[src/rtl/gamma_pkg.sv]
// gamma_pkg: shared helpers for gamma-domain spike blocks.
// Time-stamp sizing, bank count and small arithmetic helpers.
package gamma_pkg;

  function automatic int tw_of(input int cycles);
    return (cycles <= 2) ? 1 : $clog2(cycles);
  endfunction

  function automatic int nbank_of(input int depth);
    return depth + 1;
  endfunction

  function automatic int ptr_w(input int n);
    return (n <= 2) ? 1 : $clog2(n);
  endfunction

  function automatic int unsigned sat_inc(
    input int unsigned v,
    input int unsigned max
  );
    return (v >= max) ? max : v + 1;
  endfunction

  function automatic int unsigned popcount(input logic [63:0] v);
    int unsigned n;
    n = 0;
    for (int i = 0; i < 64; i++) n += {31'd0, v[i]};
    return n;
  endfunction

endpackage

[src/rtl/gamma_timer.sv]
// gamma_timer: saturating in-cycle time, bank write/read pointers
// and the armed flag for the spike replay memory.
module gamma_timer
  import gamma_pkg::*;
#(
  parameter int GAMMA_CYCLE_WIDTH = 16,
  parameter int DEPTH = 1,
  localparam int TW = tw_of(GAMMA_CYCLE_WIDTH),
  localparam int NBANK = nbank_of(DEPTH),
  localparam int BW = ptr_w(NBANK)
) (
  input  logic          aclk,
  input  logic          rst,
  input  logic          grst,
  output logic [TW-1:0] t,
  output logic [BW-1:0] wp,
  output logic [BW-1:0] wp_e,
  output logic [BW-1:0] rp,
  output logic          armed
);

  localparam int unsigned TMAX = GAMMA_CYCLE_WIDTH - 1;
  localparam logic [BW-1:0] LAST = BW'(NBANK - 1);

  logic [TW-1:0] t_reg;

  function automatic logic [BW-1:0] wrap_inc(
    input logic [BW-1:0] p
  );
    return (p == LAST) ? '0 : p + BW'(1);
  endfunction

  always_comb begin
    t    = grst ? '0 : t_reg;
    wp_e = grst ? wrap_inc(wp) : wp;
    rp   = wrap_inc(wp_e);
  end

  // A late or missing grst parks t at its maximum instead of wrapping.
  always_ff @(posedge aclk) begin
    if (rst) begin
      t_reg <= TW'(TMAX);
      wp    <= '0;
      armed <= 1'b0;
    end else begin
      t_reg <= TW'(sat_inc(32'(t), TMAX));
      wp    <= wp_e;
      if (grst) armed <= 1'b1;
    end
  end

endmodule

[src/rtl/gamma_spike_replay.sv]
// gamma_spike_replay: records first spike times per gamma cycle and
// replays them as fixed-width pulses DEPTH gamma cycles later.
module gamma_spike_replay
  import gamma_pkg::*;
#(
  parameter int GAMMA_CYCLE_WIDTH = 16,
  parameter int PULSE_WIDTH = 8,
  parameter int WIDTH = 8,
  parameter int DEPTH = 1
) (
  input  logic                       aclk,
  input  logic                       rst,
  input  logic                       grst,
  input  logic [WIDTH-1:0]           in,
  input  logic                       wta_en,
  input  logic                       replay_en,
  output logic [WIDTH-1:0]           out,
  output logic [$clog2(WIDTH+1)-1:0] rec_count,
  output logic                       armed
);

  localparam int TW = tw_of(GAMMA_CYCLE_WIDTH);
  localparam int NBANK = nbank_of(DEPTH);
  localparam int BW = ptr_w(NBANK);
  localparam int CNTW = $clog2(WIDTH + 1);
  localparam int CW = TW + $clog2(PULSE_WIDTH) + 1;

  logic [TW-1:0]    t;
  logic [BW-1:0]    wp;
  logic [BW-1:0]    wp_e;
  logic [BW-1:0]    rp;
  logic [WIDTH-1:0] in_q;
  logic [WIDTH-1:0] rise;
  logic [WIDTH-1:0] first;
  logic [WIDTH-1:0] base;
  logic [WIDTH-1:0] rec;
  logic [WIDTH-1:0] out_nx;
  logic [WIDTH-1:0] vld [NBANK];
  logic [TW-1:0]    ts [NBANK][WIDTH];
  logic             wta_q;
  logic             wta_done;
  logic             wta_m;
  logic             done_e;

  gamma_timer #(
    .GAMMA_CYCLE_WIDTH(GAMMA_CYCLE_WIDTH),
    .DEPTH(DEPTH)
  ) u_timer (
    .aclk(aclk),
    .rst(rst),
    .grst(grst),
    .t(t),
    .wp(wp),
    .wp_e(wp_e),
    .rp(rp),
    .armed(armed)
  );

  assign rise  = in & ~in_q;
  assign first = rise & (~rise + WIDTH'(1));

  // The bank being entered is treated as empty in its grst cycle.
  always_comb begin
    wta_m  = grst ? wta_en : wta_q;
    done_e = grst ? 1'b0 : wta_done;
    base   = grst ? '0 : vld[wp_e];
    rec    = '0;
    if (armed) begin
      if (wta_m) rec = done_e ? '0 : first;
      else       rec = rise & ~base;
    end
  end

  always_comb begin
    out_nx = '0;
    for (int i = 0; i < WIDTH; i++) begin
      out_nx[i] = armed & replay_en & vld[rp][i]
        & (CW'(t) >= CW'(ts[rp][i]))
        & (CW'(t) < CW'(ts[rp][i]) + CW'(PULSE_WIDTH));
    end
  end

  always_ff @(posedge aclk) begin
    if (rst) begin
      in_q      <= '0;
      out       <= '0;
      rec_count <= '0;
      wta_q     <= 1'b0;
      wta_done  <= 1'b0;
      for (int b = 0; b < NBANK; b++) vld[b] <= '0;
    end else begin
      in_q      <= in;
      out       <= out_nx;
      vld[wp_e] <= base | rec;
      wta_done  <= done_e | (armed & wta_m & (|rise));
      if (grst) begin
        wta_q     <= wta_en;
        rec_count <= CNTW'(popcount(64'(vld[wp])));
      end
    end
  end

  always_ff @(posedge aclk) begin
    for (int i = 0; i < WIDTH; i++) begin
      if (!rst && rec[i]) ts[wp_e][i] <= t;
    end
  end

endmodule

[config.mk]
export PLATFORM = sky130hd
export DESIGN_NAME = gamma_spike_replay
export DESIGN_NICKNAME = d
export VERILOG_FILES = /design/src/rtl/gamma_pkg.sv /design/src/rtl/gamma_timer.sv /design/src/rtl/gamma_spike_replay.sv
export SDC_FILE = /design/constraint.sdc
export NUM_CORES = 1
export LEC_CHECK = 0
export BUFFER_PORTS_ARGS = -buffer_cell sky130_fd_sc_hd__buf_2
export CAP_MARGIN = 20
export CORE_AREA = 4 4 110 112
export DETAILED_ROUTE_END_ITERATION = 12
export DIE_AREA = 0 0 114 116
export GPL_TIMING_DRIVEN = 0
export PLACE_DENSITY_LB_ADDON = 0.12
export SETUP_SLACK_MARGIN = 0.15
export SLEW_MARGIN = 15
export SYNTH_ARGS = -nofsm -noshare
export SYNTH_HDL_FRONTEND = slang
export SYNTH_HIERARCHICAL = 1
export SYNTH_SLANG_ARGS = --single-unit
[constraint.sdc]
create_clock -name aclk -period 3.5 [get_ports aclk]
set_input_delay 1.05 -clock aclk [delete_from_list [all_inputs] [get_ports aclk]]
set_output_delay 1.05 -clock aclk [all_outputs]
set_load 0.05 [all_outputs]
[After elaboration in Yosys (flattened, before gate mapping)]
Memories as Yosys holds them, arrays and structs flattened. A register that Yosys moved wholly into a read port is not among the register bits.
Index checks and enable logic that the tools add are counted.
Word-level totals
  memories kept: 2
  latch bits: 0
  input bits: 13
  bits in writable memories: 80
  ROM bits: 0
  flip-flop bits (word level): 28
  output and inout bits: 13
  logic and storage cells: 126
Operators by class
  equality and inequality tests: 0
  add/sub/neg operators: 19
  divide/modulo/power cells: 0
  shifts and indexed selects: 0
  bitwise gates (word level): 35
  magnitude comparators: 17
  muxes and demuxes: 33
  multiply operators: 0
  reductions and logical operators: 12
Memories
  ts: depth 2, bits a word 32, rd ports 1, clocked after memory_dff 0, write ports 1, line gamma_spike_replay.sv:39  | logic [TW-1:0] ts [NBANK][WIDTH];
  vld: depth 2, bits a word 8, rd ports 3, clocked after memory_dff 1, write ports 2, line gamma_spike_replay.sv:38  | logic [WIDTH-1:0] vld [NBANK];
Operators by type and width (count)
  4-bit by 4-bit adder with 5-bit output (second input constant): 8
  4-bit by 5-bit < comparator with 1-bit output: 8
  8-bit two-way mux: 5
  4-bit greater-or-equal comparator: 8
  1-bit bitwise AND: 27
  1-bit two-way mux: 27
  8-bit bitwise AND: 3
  8-bit NOT: 3
  4-bit by 1-bit adder with 4-bit output: 4
  8-bit OR reduction: 2
  8-bit by 1-bit adder with 8-bit output (second input constant): 1
  1-bit logical AND: 8
  8-bit OR: 1
  3-bit by 1-bit adder with 4-bit output: 1
  4-bit by 1-bit adder with 4-bit output (second input constant): 1
  4-bit greater-or-equal comparator (second input constant): 1
  4-bit two-way mux: 1
  2-bit by 1-bit adder with 3-bit output: 1
  1-bit adder (second input constant): 2
  1-bit by 1-bit adder with 2-bit output: 1
  2-bit OR reduction: 1
  1-bit zero test: 1
  1-bit OR: 1

[Longest topological paths before layout]
An unclocked memory read counts as a cell.
  word-level depth: 12
  depth in mapped cells: 15
  gate-level depth less buffers: 14

[Hierarchy]
The synthesis kept the hierarchy.
By module, submodules not included
  gamma_spike_replay: cells each 419, times used 1, sequential area each 2842.7 µm², area each 5252.5 µm²
  gamma_timer: cells each 26, times used 1, sequential area each 120.1 µm², area each 234.0 µm²

[Worst setup path after synthesis]
No wires, ideal clock.
  kind: flip-flop to flip-flop
  start point: register u_timer/wp (netlist name)
  end point: register rec_count[2]
  clock period less this slack: 3.527 ns
  arrival: 3.399 ns
  cell stages (with the launch flop): 16
  data required time: 3.372 ns
  slack: -0.027 ns
  library setup time: 0.128 ns
  buffers on the path: 1
  cells stage by stage: dfxtp_1 > clkbuf_1 > mux2i_1 > fa_1 > inv_1 > fa_1 > inv_1 > fa_1 > inv_1 > ha_1 > inv_1 > fa_1 > xor2_1 > nor2_1 > a21oi_1 > nor2_1
RTL lines
  end signal: assignment: line gamma_spike_replay.sv:98  | rec_count <= CNTW'(popcount(64'(vld[wp])));
  end: declaration: line gamma_spike_replay.sv:18  | output logic [$clog2(WIDTH+1)-1:0] rec_count,

==> results.toml <==
[global_route]
grt_overflow_total = 0
grt_antenna_before_repair = 0
grt_max_degree = 34
grt_first_pass_wirelength_mm = 18.5
vias_in_the_first_global_route = 3560
groute.usage.overall = 0.183

[worst_setup_path]
crit_end_category = "flop"
arrival_time_at_the_worst_endpoint_ns = 3.60
worstSetupPathType = "flop to flop"
data_required_critical_path_ns = 3.72
critPathLaunch = "u_timer/wp"
rr_startpoint = "u_timer/wp"
critical_path_peak_fanout = 5
critical_path.startpoint_type = "flop"

[place]
number_of_i_o_port_buffers = 25
finalWeightedCongestion = 0.869
dpl.hpwl_mm = 7.89
detailedPlace.worstSlack_ns = -0.712

[synthesis]
synth-edff-count = 80
synth-seq-cells = 108
synth_sequential_area_ratio = 0.540
adder_cell_share_of_the_synthesized_area = 0.113
syn-mean-instance-area_um2 = 12.3
netlist_top_cells_count = "sky130_fd_sc_hd__edfxtp_1, sky130_fd_sc_hd__mux2i_1, sky130_fd_sc_hd__ha_1"
synth_simple_gate_area_share = 0.109
yosysMostFrequentCell = "sky130_fd_sc_hd__edfxtp_1"
yosys-mux-area-fraction = 0.109
synth_compound_area_frac = 0.0958
dominant_cell_type_by_area_after_synthesis = "sky130_fd_sc_hd__edfxtp_1"
synthesis.nets = 505
synthDominantCellAreaShare = 0.438
yosysUniqueCellTypes = 46
netlist_top_cells_area = "sky130_fd_sc_hd__edfxtp_1, sky130_fd_sc_hd__dfxtp_1, sky130_fd_sc_hd__ha_1"
synth_async_sr_flop_share = 0
post_synth_xor_area_fraction = 0.00319
yosys_warnings = 6
synthesis.instances = 445
synth_flop_cell = "sky130_fd_sc_hd__edfxtp_1"
synth_area_um2 = 5490
synth_top_family_by_area = "adder cells"

[timing]
finalClockSkew_ns = 0.00675
max_slew_margin = 0.421
min_period_over_period = 0.966
slew_of_the_pin_with_the_lowest_slew_margin_ns = 0.867
period_needed_ns = 3.38
final_hold_viol_count = 0
drv_slew = 0
rsz_0062_raised_after_global_routing = "yes"
tns_ns = 0
layout_setup_ws_ns = 0.121
timing.final.setup_violations = 0
max_clock_freq_ghz = 0.296

[finish]
fillCellCount = 962
largest-register = "ts"
multi_input_comb_area_um2 = 2430
flow.area_growth_from_synthesis_pct = 13.7
num_antenna_cells = 0
area.sequential_um2 = 2960
largestRegisters = "ts: 64 flops, vld: 16 flops"
drive_gt1_frac = 0.175
largest_register_ffs = 64
finish.net_count = 546

[floorplanning]
floorplan.initialDensity = 0.489
fp.coreArea_um2 = 11200
die_area_um2 = 13200
row_count = 39
die_width_um = 114
fp.dieH_um = 116
num_io_pins = 26

[worst_hold_path]
hold_path.startpoint = "rec_count[3]"
holdCritPathClass = "flop to flop"

[route]
wl_per_cell_um = 18.0
drt_iter0_markers = 294
antenna_left = 0
post-route-drc-count = 0
via_count = 3583
dr.pass1.iters = 4
vias_per_cell = 5.65
postRouteWirelength_mm = 11.4

[clocking]
clkSinkCount = 108
worstSkewPairLatency_ns = 0.34
cts-hold-fix-buffers = 0
library_cell_used_as_clock_root_buffer = "sky130_fd_sc_hd__clkbuf_16"
htreeDepth = 3
numCtsBuffers = 9
cts_tree = "done"
clk_path_buf_depth = 2
cts.reportedPaths.clkPinSlew_ns = 0.07

[power_and_ir_drop]
leakage_power_nw = 2.47
vdd.ir_drop.worst_mv = 0.308
power_density_nw_per_um2 = 507

[status]
status = "completed"

[job]
max_cap_viol_count = 0
==> metal layers <==
layer,up-vias,part of all wire,track usage
li1,1750,-,-
met2,70,0.49,0.301
met3,13,0.030,0.0339
met1,1750,0.46,0.243
met4,0,0.017,0.0713
met5,-,0,0
==> cell usage in the layout, fill, tap and decap left out, types with 5 or more instances in the layout <==
master                      instances
sky130_fd_sc_hd__edfxtp_1          80
sky130_fd_sc_hd__nor2_1            27
sky130_fd_sc_hd__nand2_1           11
sky130_fd_sc_hd__mux2_2            13
sky130_fd_sc_hd__nand3b_1          10
sky130_fd_sc_hd__a21oi_1           22
sky130_fd_sc_hd__dfxtp_1           27
sky130_fd_sc_hd__buf_2             27
sky130_fd_sc_hd__mux2i_1           43
sky130_fd_sc_hd__inv_1             24
sky130_fd_sc_hd__nor3_1             6
sky130_fd_sc_hd__nor2b_1           24
sky130_fd_sc_hd__a211o_1            8
sky130_fd_sc_hd__a31oi_1           14
sky130_fd_sc_hd__o21ai_0            9
sky130_fd_sc_hd__ha_1              42
sky130_fd_sc_hd__clkbuf_16          9
sky130_fd_sc_hd__o31ai_1            5
sky130_fd_sc_hd__nor4_1             5
sky130_fd_sc_hd__nand3_1            9
==> cell type report <==
type | instances | share of cell area
buffer | 14 | 0.0154
inverter | 28 | 0.0169
tap | 143 | 0.0287
timing repair buffer | 30 | 0.0283
multi-input combinational | 295 | 0.390
sequential | 108 | 0.475
clock inverter | 6 | 0.00903
clock buffer | 10 | 0.0367
==> power by group <==
group,total (W),leakage [nW],switching (W),internal [W]
Sequential,0.00148,0.991,0.0000373,0.00144
Clock,0.000976,0.140,0.000428,0.000549
Combinational,0.000706,1.34,0.000425,0.000281
Total,0.00316,2.47,0.000890,0.00227
==> per-stage QoR <==
step / hold WS [ns] / std cells / utilization / power (W) / instance area, um2
CTS: 0.465 / 634 / 0.553 / 0.00317 / 6210
global placement: 0.446 / 613 / 0.516 / 0.00214 / 5790
finish: 0.460 / 634 / 0.556 / 0.00316 / 6240
detailed placement: 0.449 / 615 / 0.520 / 0.00216 / 5830
floorplan: 0.482 / 445 / - / 0.00198 / 5490
global route: 0.494 / 634 / 0.556 / 0.00334 / 6240
==> repair_timing <==
action | in CTS | in global routing
setup buffers | 3 | 0
pin swaps | 4 | 3
gates resized for setup | 19 | 13
endpoints found under the setup margin | 42 | 37
==> kinds of logic after synthesis <==
group / Yosys count
fa+ha+maj: 47
xor+xnor: 2
flops: 108
compound gates: 79
buf+inv: 42
mux: 58
simple gates: 109
==> worst paths after layout <==
path / cells after the start / to / slack [ns]
worst min register to register: 2 / rec_count[3] / 0.46
worst max-delay path: 15 / rec_count[2] / 0.12
worst min-delay path: 2 / rec_count[3] / 0.46
worst max register to register: 15 / rec_count[2] / 0.12
==> critical path, cell delays in order, from the launching register on <==
cell and delay [ns]:
sky130_fd_sc_hd__dfxtp_2 0.33, sky130_fd_sc_hd__buf_8 0.14, sky130_fd_sc_hd__mux2i_2 0.15, sky130_fd_sc_hd__fa_1 0.57
sky130_fd_sc_hd__inv_2 0.05, sky130_fd_sc_hd__fa_1 0.51, sky130_fd_sc_hd__inv_2 0.04, sky130_fd_sc_hd__fa_1 0.49
sky130_fd_sc_hd__inv_1 0.08, sky130_fd_sc_hd__ha_2 0.18, sky130_fd_sc_hd__inv_2 0.04, sky130_fd_sc_hd__fa_2 0.32
sky130_fd_sc_hd__xor2_1 0.14, sky130_fd_sc_hd__nor2_1 0.05, sky130_fd_sc_hd__a21oi_1 0.12, sky130_fd_sc_hd__nor2_1 0.05
Note: power is estimated with default switching activity, not from simulation.
